<file path="src/rtl/swervolf_gpio.sv">
// Wishbone GPIO controller: WIDTH bidirectional channels with two-flop input
// sync, shared-prescaler debounce and per-channel rise/fall interrupts.

module swervolf_gpio_chan (
  input  logic clk,
  input  logic rstn,
  input  logic tick,
  input  logic pin,
  input  logic rise_en,
  input  logic fall_en,
  input  logic sta_clr,
  output logic deb,
  output logic sta
);
  logic sync1, sync2, samp;
  logic deb_next, rise, fall;

  // a level is accepted only when it was seen on two consecutive ticks
  assign deb_next = (tick && (sync2 == samp)) ? sync2 : deb;
  assign rise     = deb_next & ~deb;
  assign fall     = ~deb_next & deb;

  always_ff @(posedge clk or negedge rstn) begin
    if (!rstn) begin
      sync1 <= 1'b0;
      sync2 <= 1'b0;
      samp  <= 1'b0;
      deb   <= 1'b0;
      sta   <= 1'b0;
    end else begin
      sync1 <= pin;
      sync2 <= sync1;
      if (tick) samp <= sync2;
      deb   <= deb_next;
      // a new event beats a same-cycle write-1-clear
      sta   <= (sta & ~sta_clr) | (rise & rise_en) | (fall & fall_en);
    end
  end
endmodule

module swervolf_gpio #(
  parameter int WIDTH   = 8,
  parameter int DEB_W   = 16,
  parameter int DEB_RST = 0
) (
  input  logic             clk,
  input  logic             rstn,
  input  logic [3:0]       i_wb_adr,
  input  logic [31:0]      i_wb_dat,
  input  logic [3:0]       i_wb_sel,
  input  logic             i_wb_we,
  input  logic             i_wb_cyc,
  input  logic             i_wb_stb,
  output logic [31:0]      o_wb_rdt,
  output logic             o_wb_ack,
  input  logic [WIDTH-1:0] i_gpio,
  output logic [WIDTH-1:0] o_gpio,
  output logic [WIDTH-1:0] o_gpio_oe,
  output logic             o_irq
);
  localparam logic [3:0] A_DOUT = 4'h0;
  localparam logic [3:0] A_DIR  = 4'h1;
  localparam logic [3:0] A_DIN  = 4'h2;
  localparam logic [3:0] A_IEN  = 4'h3;
  localparam logic [3:0] A_REN  = 4'h4;
  localparam logic [3:0] A_FEN  = 4'h5;
  localparam logic [3:0] A_STA  = 4'h6;
  localparam logic [3:0] A_DEB  = 4'h7;
  localparam logic [3:0] A_SET  = 4'h8;
  localparam logic [3:0] A_CLR  = 4'h9;

  typedef struct packed {
    logic        we;
    logic [3:0]  adr;
    logic [31:0] dat;
    logic [31:0] mask;
  } wb_req_t;

  wb_req_t          req;
  logic             req_vld, wr;
  logic [WIDTH-1:0] wmask, wdat;
  logic [WIDTH-1:0] data_out, dir, irq_en, rise_en, fall_en;
  logic [WIDTH-1:0] din, sta, sta_clr;
  logic [DEB_W-1:0] deb_limit, cnt, dl_mask, dl_dat;
  logic             tick;
  logic [31:0]      rd;
  logic             unused_bits;

  assign req.we   = i_wb_we;
  assign req.adr  = i_wb_adr;
  assign req.dat  = i_wb_dat;
  assign req.mask = {{8{i_wb_sel[3]}}, {8{i_wb_sel[2]}}, {8{i_wb_sel[1]}}, {8{i_wb_sel[0]}}};

  // ack is held off for a cycle after each access so a held strobe is not re-accepted
  assign req_vld = i_wb_cyc & i_wb_stb & ~o_wb_ack;
  assign wr      = req_vld & req.we;

  assign wmask   = req.mask[WIDTH-1:0];
  assign wdat    = req.dat[WIDTH-1:0];
  assign dl_mask = req.mask[DEB_W-1:0];
  assign dl_dat  = req.dat[DEB_W-1:0];
  assign sta_clr = (wr && req.adr == A_STA) ? (wdat & wmask) : '0;

  assign unused_bits = ^{req.dat, req.mask};

  function automatic logic [WIDTH-1:0] merge(input logic [WIDTH-1:0] cur,
                                             input logic [WIDTH-1:0] d,
                                             input logic [WIDTH-1:0] m);
    return (cur & ~m) | (d & m);
  endfunction

  always_ff @(posedge clk or negedge rstn) begin
    if (!rstn) begin
      data_out  <= '0;
      dir       <= '0;
      irq_en    <= '0;
      rise_en   <= '0;
      fall_en   <= '0;
      deb_limit <= DEB_W'(DEB_RST);
    end else if (wr) begin
      case (req.adr)
        A_DOUT:  data_out  <= merge(data_out, wdat, wmask);
        A_DIR:   dir       <= merge(dir, wdat, wmask);
        A_IEN:   irq_en    <= merge(irq_en, wdat, wmask);
        A_REN:   rise_en   <= merge(rise_en, wdat, wmask);
        A_FEN:   fall_en   <= merge(fall_en, wdat, wmask);
        A_DEB:   deb_limit <= (deb_limit & ~dl_mask) | (dl_dat & dl_mask);
        A_SET:   data_out  <= data_out | (wdat & wmask);
        A_CLR:   data_out  <= data_out & ~(wdat & wmask);
        default: ;
      endcase
    end
  end

  // >= rather than == so lowering the limit below cnt still ticks promptly
  assign tick = (cnt >= deb_limit);

  always_ff @(posedge clk or negedge rstn) begin
    if (!rstn) cnt <= '0;
    else       cnt <= tick ? '0 : cnt + DEB_W'(1);
  end

  for (genvar i = 0; i < WIDTH; i++) begin : g_chan
    swervolf_gpio_chan u_chan (
      .clk     (clk),
      .rstn    (rstn),
      .tick    (tick),
      .pin     (i_gpio[i]),
      .rise_en (rise_en[i]),
      .fall_en (fall_en[i]),
      .sta_clr (sta_clr[i]),
      .deb     (din[i]),
      .sta     (sta[i])
    );
  end

  always_comb begin
    rd = '0;
    case (req.adr)
      A_DOUT:  rd[WIDTH-1:0] = data_out;
      A_DIR:   rd[WIDTH-1:0] = dir;
      A_DIN:   rd[WIDTH-1:0] = din;
      A_IEN:   rd[WIDTH-1:0] = irq_en;
      A_REN:   rd[WIDTH-1:0] = rise_en;
      A_FEN:   rd[WIDTH-1:0] = fall_en;
      A_STA:   rd[WIDTH-1:0] = sta;
      A_DEB:   rd[DEB_W-1:0] = deb_limit;
      default: rd = '0;
    endcase
  end

  always_ff @(posedge clk or negedge rstn) begin
    if (!rstn) begin
      o_wb_ack <= 1'b0;
      o_wb_rdt <= '0;
    end else begin
      o_wb_ack <= req_vld;
      o_wb_rdt <= req_vld ? rd : '0;
    end
  end

  assign o_gpio    = data_out;
  assign o_gpio_oe = dir;
  assign o_irq     = |(sta & irq_en);
endmodule
</file>
<file path="config.mk">
export PLATFORM = sky130hd
export DESIGN_NAME = swervolf_gpio
export DESIGN_NICKNAME = d
export VERILOG_FILES = /design/src/rtl/swervolf_gpio.sv
export SDC_FILE = /design/constraint.sdc
export NUM_CORES = 1
export LEC_CHECK = 0
export BUFFER_PORTS_ARGS = -buffer_cell sky130_fd_sc_hd__buf_2
export CORE_MARGIN = 10
export CORE_UTILIZATION = 45
export CTS_BUF_LIST = sky130_fd_sc_hd__clkbuf_8
export DETAILED_ROUTE_END_ITERATION = 7
export PLACE_DENSITY = 0.66
export SLEW_MARGIN = 20
export SYNTH_ARGS = -nofsm -noshare
export SYNTH_HDL_FRONTEND = slang
export SYNTH_SLANG_ARGS = --single-unit
</file>
<file path="constraint.sdc">
create_clock -name clk -period 4.2 [get_ports clk]
set_input_delay 1.05 -clock clk [delete_from_list [all_inputs] [get_ports clk]]
set_output_delay 1.05 -clock clk [all_outputs]
set_load 0.01 [all_outputs]
</file>
## Yosys cells after proc, flatten, opt, wreduce, memory -nomap -nowiden

Cells that the tools add are included.

| word-level totals | value |
|---|---|
| bits in registers | 129 |
| output and inout port bits | 50 |
| word-level logic and storage cells | 204 |
| input port bits | 53 |

| cells by class | value |
|---|---|
| $lt $le $gt $ge | 1 |
| bitwise operators | 104 |
| equality and inequality tests | 17 |
| $add $sub $neg | 1 |
| muxes and demuxes | 14 |
| reduce and logical (&&, ||, !) cells | 18 |

Operators by type and width:

| kind | count |
|---|---|
| $and A8 B8 Y8 | 8 |
| $pmux W8 S8 | 1 |
| $or A8 B8 Y8 | 6 |
| $and A1 B1 Y1 | 43 |
| $and A16 B16 Y16 | 2 |
| $mux W16 | 2 |
| $not A1 Y1 | 25 |
| $pmux W8 S3 | 1 |
| $add A16 B1 Y16 const B | 1 |
| $eq A4 B3 Y1 const B | 4 |
| $ge A16 B16 Y1 | 1 |
| $mux W8 | 2 |
| $not A16 Y16 | 1 |
| $not A8 Y8 | 2 |
| $or A1 B1 Y1 | 16 |
| $or A16 B16 Y16 | 1 |
| $reduce_and A2 Y1 | 6 |
| $logic_and A1 B1 Y1 | 9 |
| $eq A1 B1 Y1 | 8 |
| $eq A4 B2 Y1 const B | 2 |
| $eq A4 B4 Y1 const B | 2 |
| $mux W1 | 8 |
| $reduce_or A8 Y1 | 1 |
| $eq A4 B1 Y1 const B | 1 |
| other kinds (2) | 2 |

## Longest topological paths before layout

| depth | value |
|---|---|
| depth after elaboration | 9 |
| depth in mapped cells | 10 |

## Modules after synthesis

A second synthesis with hierarchy kept.

| second synthesis, totals | value |
|---|---|
| cells, all modules | 566 |
| area, all modules | 6,291.0 sq um |

By module, submodules not included:

| module | area each (sq um) | instances | cells an instance |
|---|---|---|---|
| swervolf_gpio | 4,779.6 | 1 | 446 |
| swervolf_gpio_chan | 188.9 | 8 | 15 |

## Worst setup path before layout

No wires, ideal clock.

| timing path | value |
|---|---|
| kind | in2reg |
| start | in i_wb_adr[3] |
| end | reg (tool-made name) |
| cell stages on the path | 6 |
| slack | 1.675 ns |
| setup time | 0.125 ns |
| arrival | 2.401 ns |
| path buffers | 2 |
| path through | clkbuf_1 -> nor2b_1 -> nor2b_1 -> clkbuf_1 -> nand2_1 -> mux2_2 |

RTL lines:

| what | line | text |
|---|---|---|
| from (decl) | 48 | `input logic [3:0] i_wb_adr,` |

## Worst setup path in the final report

| timing path | value |
|---|---|
| start | reg cnt[13] |
| end | reg g_chan[6].u_chan.samp |

| between the ends | value |
|---|---|
| word-level cells in the longest chain between the ends | 1 |

RTL lines:

| what | line | text |
|---|---|---|
| from (decl) | 84 | `logic [DEB_W-1:0] deb_limit, cnt, dl_mask, dl_dat;` |
| from (signal assigned) | 140 | `else cnt <= tick ? '0 : cnt + DEB_W'(1);` |
| $ge A16 B16 Y1 | 136 | `assign tick = (cnt >= deb_limit);` |
| to (signal assigned) | 33 | `if (tick) samp <= sync2;` |
| to (decl) | 15 | `logic sync1, sync2, samp;` |

No other way between the ends.
A chain may end at the register's enable or synchronous reset.

==> flow_summary.json <==
{
  "power.share.clock_pct": 32.5,
  "p_int_w": 0.002308,
  "cp.required_ns": 4.53,
  "grt_pass1_wl_mm": 25.63,
  "endpoint_kind": "flip-flop",
  "p_sw_share_pct": 31.03,
  "r2r_setup_slack_ns": 1.06,
  "ys_seq_elements": 129,
  "ctsHoldBuffers": 0,
  "first_global_vias": 4735,
  "grt_usage_pct": 17.73,
  "fin_hold_ws_ns": 0.3517,
  "layout_common_cells": "dfrtp_1, buf_2, mux2_2, o21ai_0, nand2_1",
  "start_kind": "flip-flop",
  "setup-violations-final": 0,
  "cp_data_arrival_time_ns": 3.47,
  "dr_wl_met2_mm": 7.224,
  "syn-instance-count": 570,
  "synth_largest_area_cell": "dfrtp_1",
  "io_buffers": 68,
  "gp_congestion": 0.9171,
  "yosysWarnings": 0,
  "holdPathStages": 0,
  "wl_met1_mm": 7.004,
  "route.vias.total": 4724,
  "crit_type": "reg -> reg",
  "status": "finished clean",
  "synth_area_leaders": "dfrtp_1, mux2_2, o21ai_0",
  "wl_met3_mm": 1.649,
  "ys_seq_area_share_pct": 52.00,
  "synth_top_area_share_pct": 52.00,
  "tightest_slew_ns": 0.8543,
  "final_common_cell": "dfrtp_1",
  "p_seq_share_pct": 45.7,
  "clk_pin_slew_worst_paths_ns": 0.07,
  "viasPerCell": 5.678,
  "cts_root_buf": "clkbuf_8",
  "maxCapViolations": 0,
  "avgSynthCellArea_sq_um": 10.89,
  "initial_core_util_pct": 46.33,
  "nets": 714,
  "holdPathEnd": "g_chan[0].u_chan.sync2",
  "drt-total-wl_mm": 16.39,
  "ant_nets": 0,
  "top_layer_used": "met4",
  "cts_resized": 0,
  "drt_iter0_drc": 378,
  "overflow": 0,
  "worstPathMaxFanout": 31,
  "avgRoutedWirePerCell_microns": 19.70,
  "fin_util_pct": 52.80,
  "cts_buffers": 17,
  "peakVddDrop_mv": 0.2403,
  "drc": 0,
  "cts.sinks": 129,
  "ys_types": 48,
  "coreArea_sq_um": 13400,
  "antenna_cells": 0,
  "synth_area_sq_um": 6208,
  "final.setup_skew_ns": 0.01310,
  "fin_crit_ns": 3.140,
  "hold_viol": 0,
  "async_reset_ff_share_pct": 100.0,
  "maxSlewViolCount": 0,
  "drive_gt1_share_pct": 25.91,
  "synth_flop_cell": "dfrtp_1",
  "cts_tree": "done",
  "cts_setup_buffers": 0,
  "cts_buffer_depth": 2,
  "row_count": 42,
  "antenna_found_initial": 0,
  "final_area_sq_um": 7076,
  "p_sw_w": 0.001039,
  "reg2reg_from": "cnt[13]",
  "pwr-share-comb_pct": 21.7,
  "hp-class": "reg -> reg",
  "die_x_microns": 137.5,
  "synthToLayoutAreaGrowth_pct": 13.97,
  "grt_max_degree": 55,
  "rsz0062_at_grt": "false",
  "fmaxAchievable_mhz": 318.5,
  "p_per_area_nw_per_um2": 472.9,
  "ios": 103,
  "synth_edf_count": 0,
  "reg2regPathDepth": 7,
  "timing.rr.end": "g_chan[6].u_chan.samp",
  "relSlewSlack_pct": 43.05,
  "clk_latency_ns": 0.45,
  "leakage_nw": 3.396,
  "post-route-period-util_pct": 74.76,
  "dp_hpwl_mm": 11.63,
  "hp-start": "g_chan[0].u_chan.sync1",
  "dieArea_sq_um": 18900,
  "placed_area_sq_um": 6673,
  "die_h_microns": 137.5,
  "htree_levels": 4,
  "drtPass1Iterations": 5,
  "setup_tns_ns": 0
}
## cell families after synthesis
logic type,count (synthesis),synth area share (%)
and+or+nand+nor,150,12.07
AOI/OAI and AO/OA,133,13.32
DFF,129,52.00
muxes,64,11.91
buffers and inverters,62,5.240
adders and majority gates,17,3.426
xor gates and xnor gates,14,1.975
other,1,0.06040
## synthesized netlist by cell type (4+ instances only)
| cell type | instances |
|---|---|
| nand2_1 | 40 |
| clkbuf_1 | 15 |
| mux2_4 | 6 |
| ha_1 | 17 |
| buf_4 | 16 |
| inv_1 | 26 |
| and2_1 | 10 |
| o31ai_1 | 8 |
| o211ai_1 | 10 |
| nand3_1 | 16 |
| and3_1 | 11 |
| dfrtp_1 | 129 |
| a22oi_1 | 10 |
| nand4_1 | 7 |
| xor2_1 | 8 |
| a32oi_1 | 4 |
| xnor2_1 | 6 |
| nor3_1 | 13 |
| a21oi_1 | 26 |
| mux2_2 | 55 |
| nor2_1 | 28 |
| nor2b_1 | 15 |
| a31oi_1 | 10 |
| o21ai_0 | 50 |
## layout make-up
type / count / area (sq um)
fillers: 1211 / 6325
flip-flops and latches: 129 / 3228
multi-input cells: 394 / 2711
repair buffers: 76 / 415.4
clock buffers: 19 / 261.5
well taps: 176 / 220.2
clock inverters: 12 / 141.4
inverters: 26 / 97.59
## how the worst max path moves through the flow
stage,from,to,slack (ns),cells past startpoint
after CTS,cnt[13],g_chan[6].u_chan.samp,1.08,7
after detailed placement,i_wb_adr[0],flip-flop,0.97,4
after floorplan,i_wb_adr[3],flip-flop,1.67,6
after global routing,flip-flop,g_chan[6].u_chan.samp,0.98,8
final,cnt[13],g_chan[6].u_chan.samp,1.06,7
after global placement,i_wb_adr[0],flip-flop,1.01,4
## through the flow
stage / std cells / total power (W) / worst slack [ns]
after global placement: 801 / 0.002238 / 1.013
after global routing: 832 / 0.003514 / 0.9831
after floorplan: 585 / 0.002073 / 1.675
after CTS: 832 / 0.003367 / 1.079
final: 832 / 0.003346 / 1.060
after detailed placement: 801 / 0.002275 / 0.9723
## power groups by stage
stage	Clock, W	Sequential (W)	Combinational, W
2_1_floorplan	0	0.00151	0.000558
3_3_place_gp	0	0.00154	0.000695
3_5_place_dp	0	0.00155	0.000724
4_1_cts	0.00111	0.00153	0.000731
5_1_grt	0.00116	0.00155	0.000801
6_report	0.00109	0.00153	0.000727
## worst max-delay path, stage by stage (launching register included)
cell	delay (ns)
dfrtp_1	0.42
ha_1	0.31
nand4_1	0.16
or3_4	0.45
a311oi_4	0.71
or3_1	0.20
buf_4	0.38
mux2_2	0.39
## per-layer routing
layer / global-route usage, % / vias up
li1: - / 2157
met1: 22.96 / 2317
met2: 25.86 / 215
met3: 5.972 / 35
met4: 8.899 / 0
met5: 0 / -
Note: power is estimated with default switching activity, not from simulation.
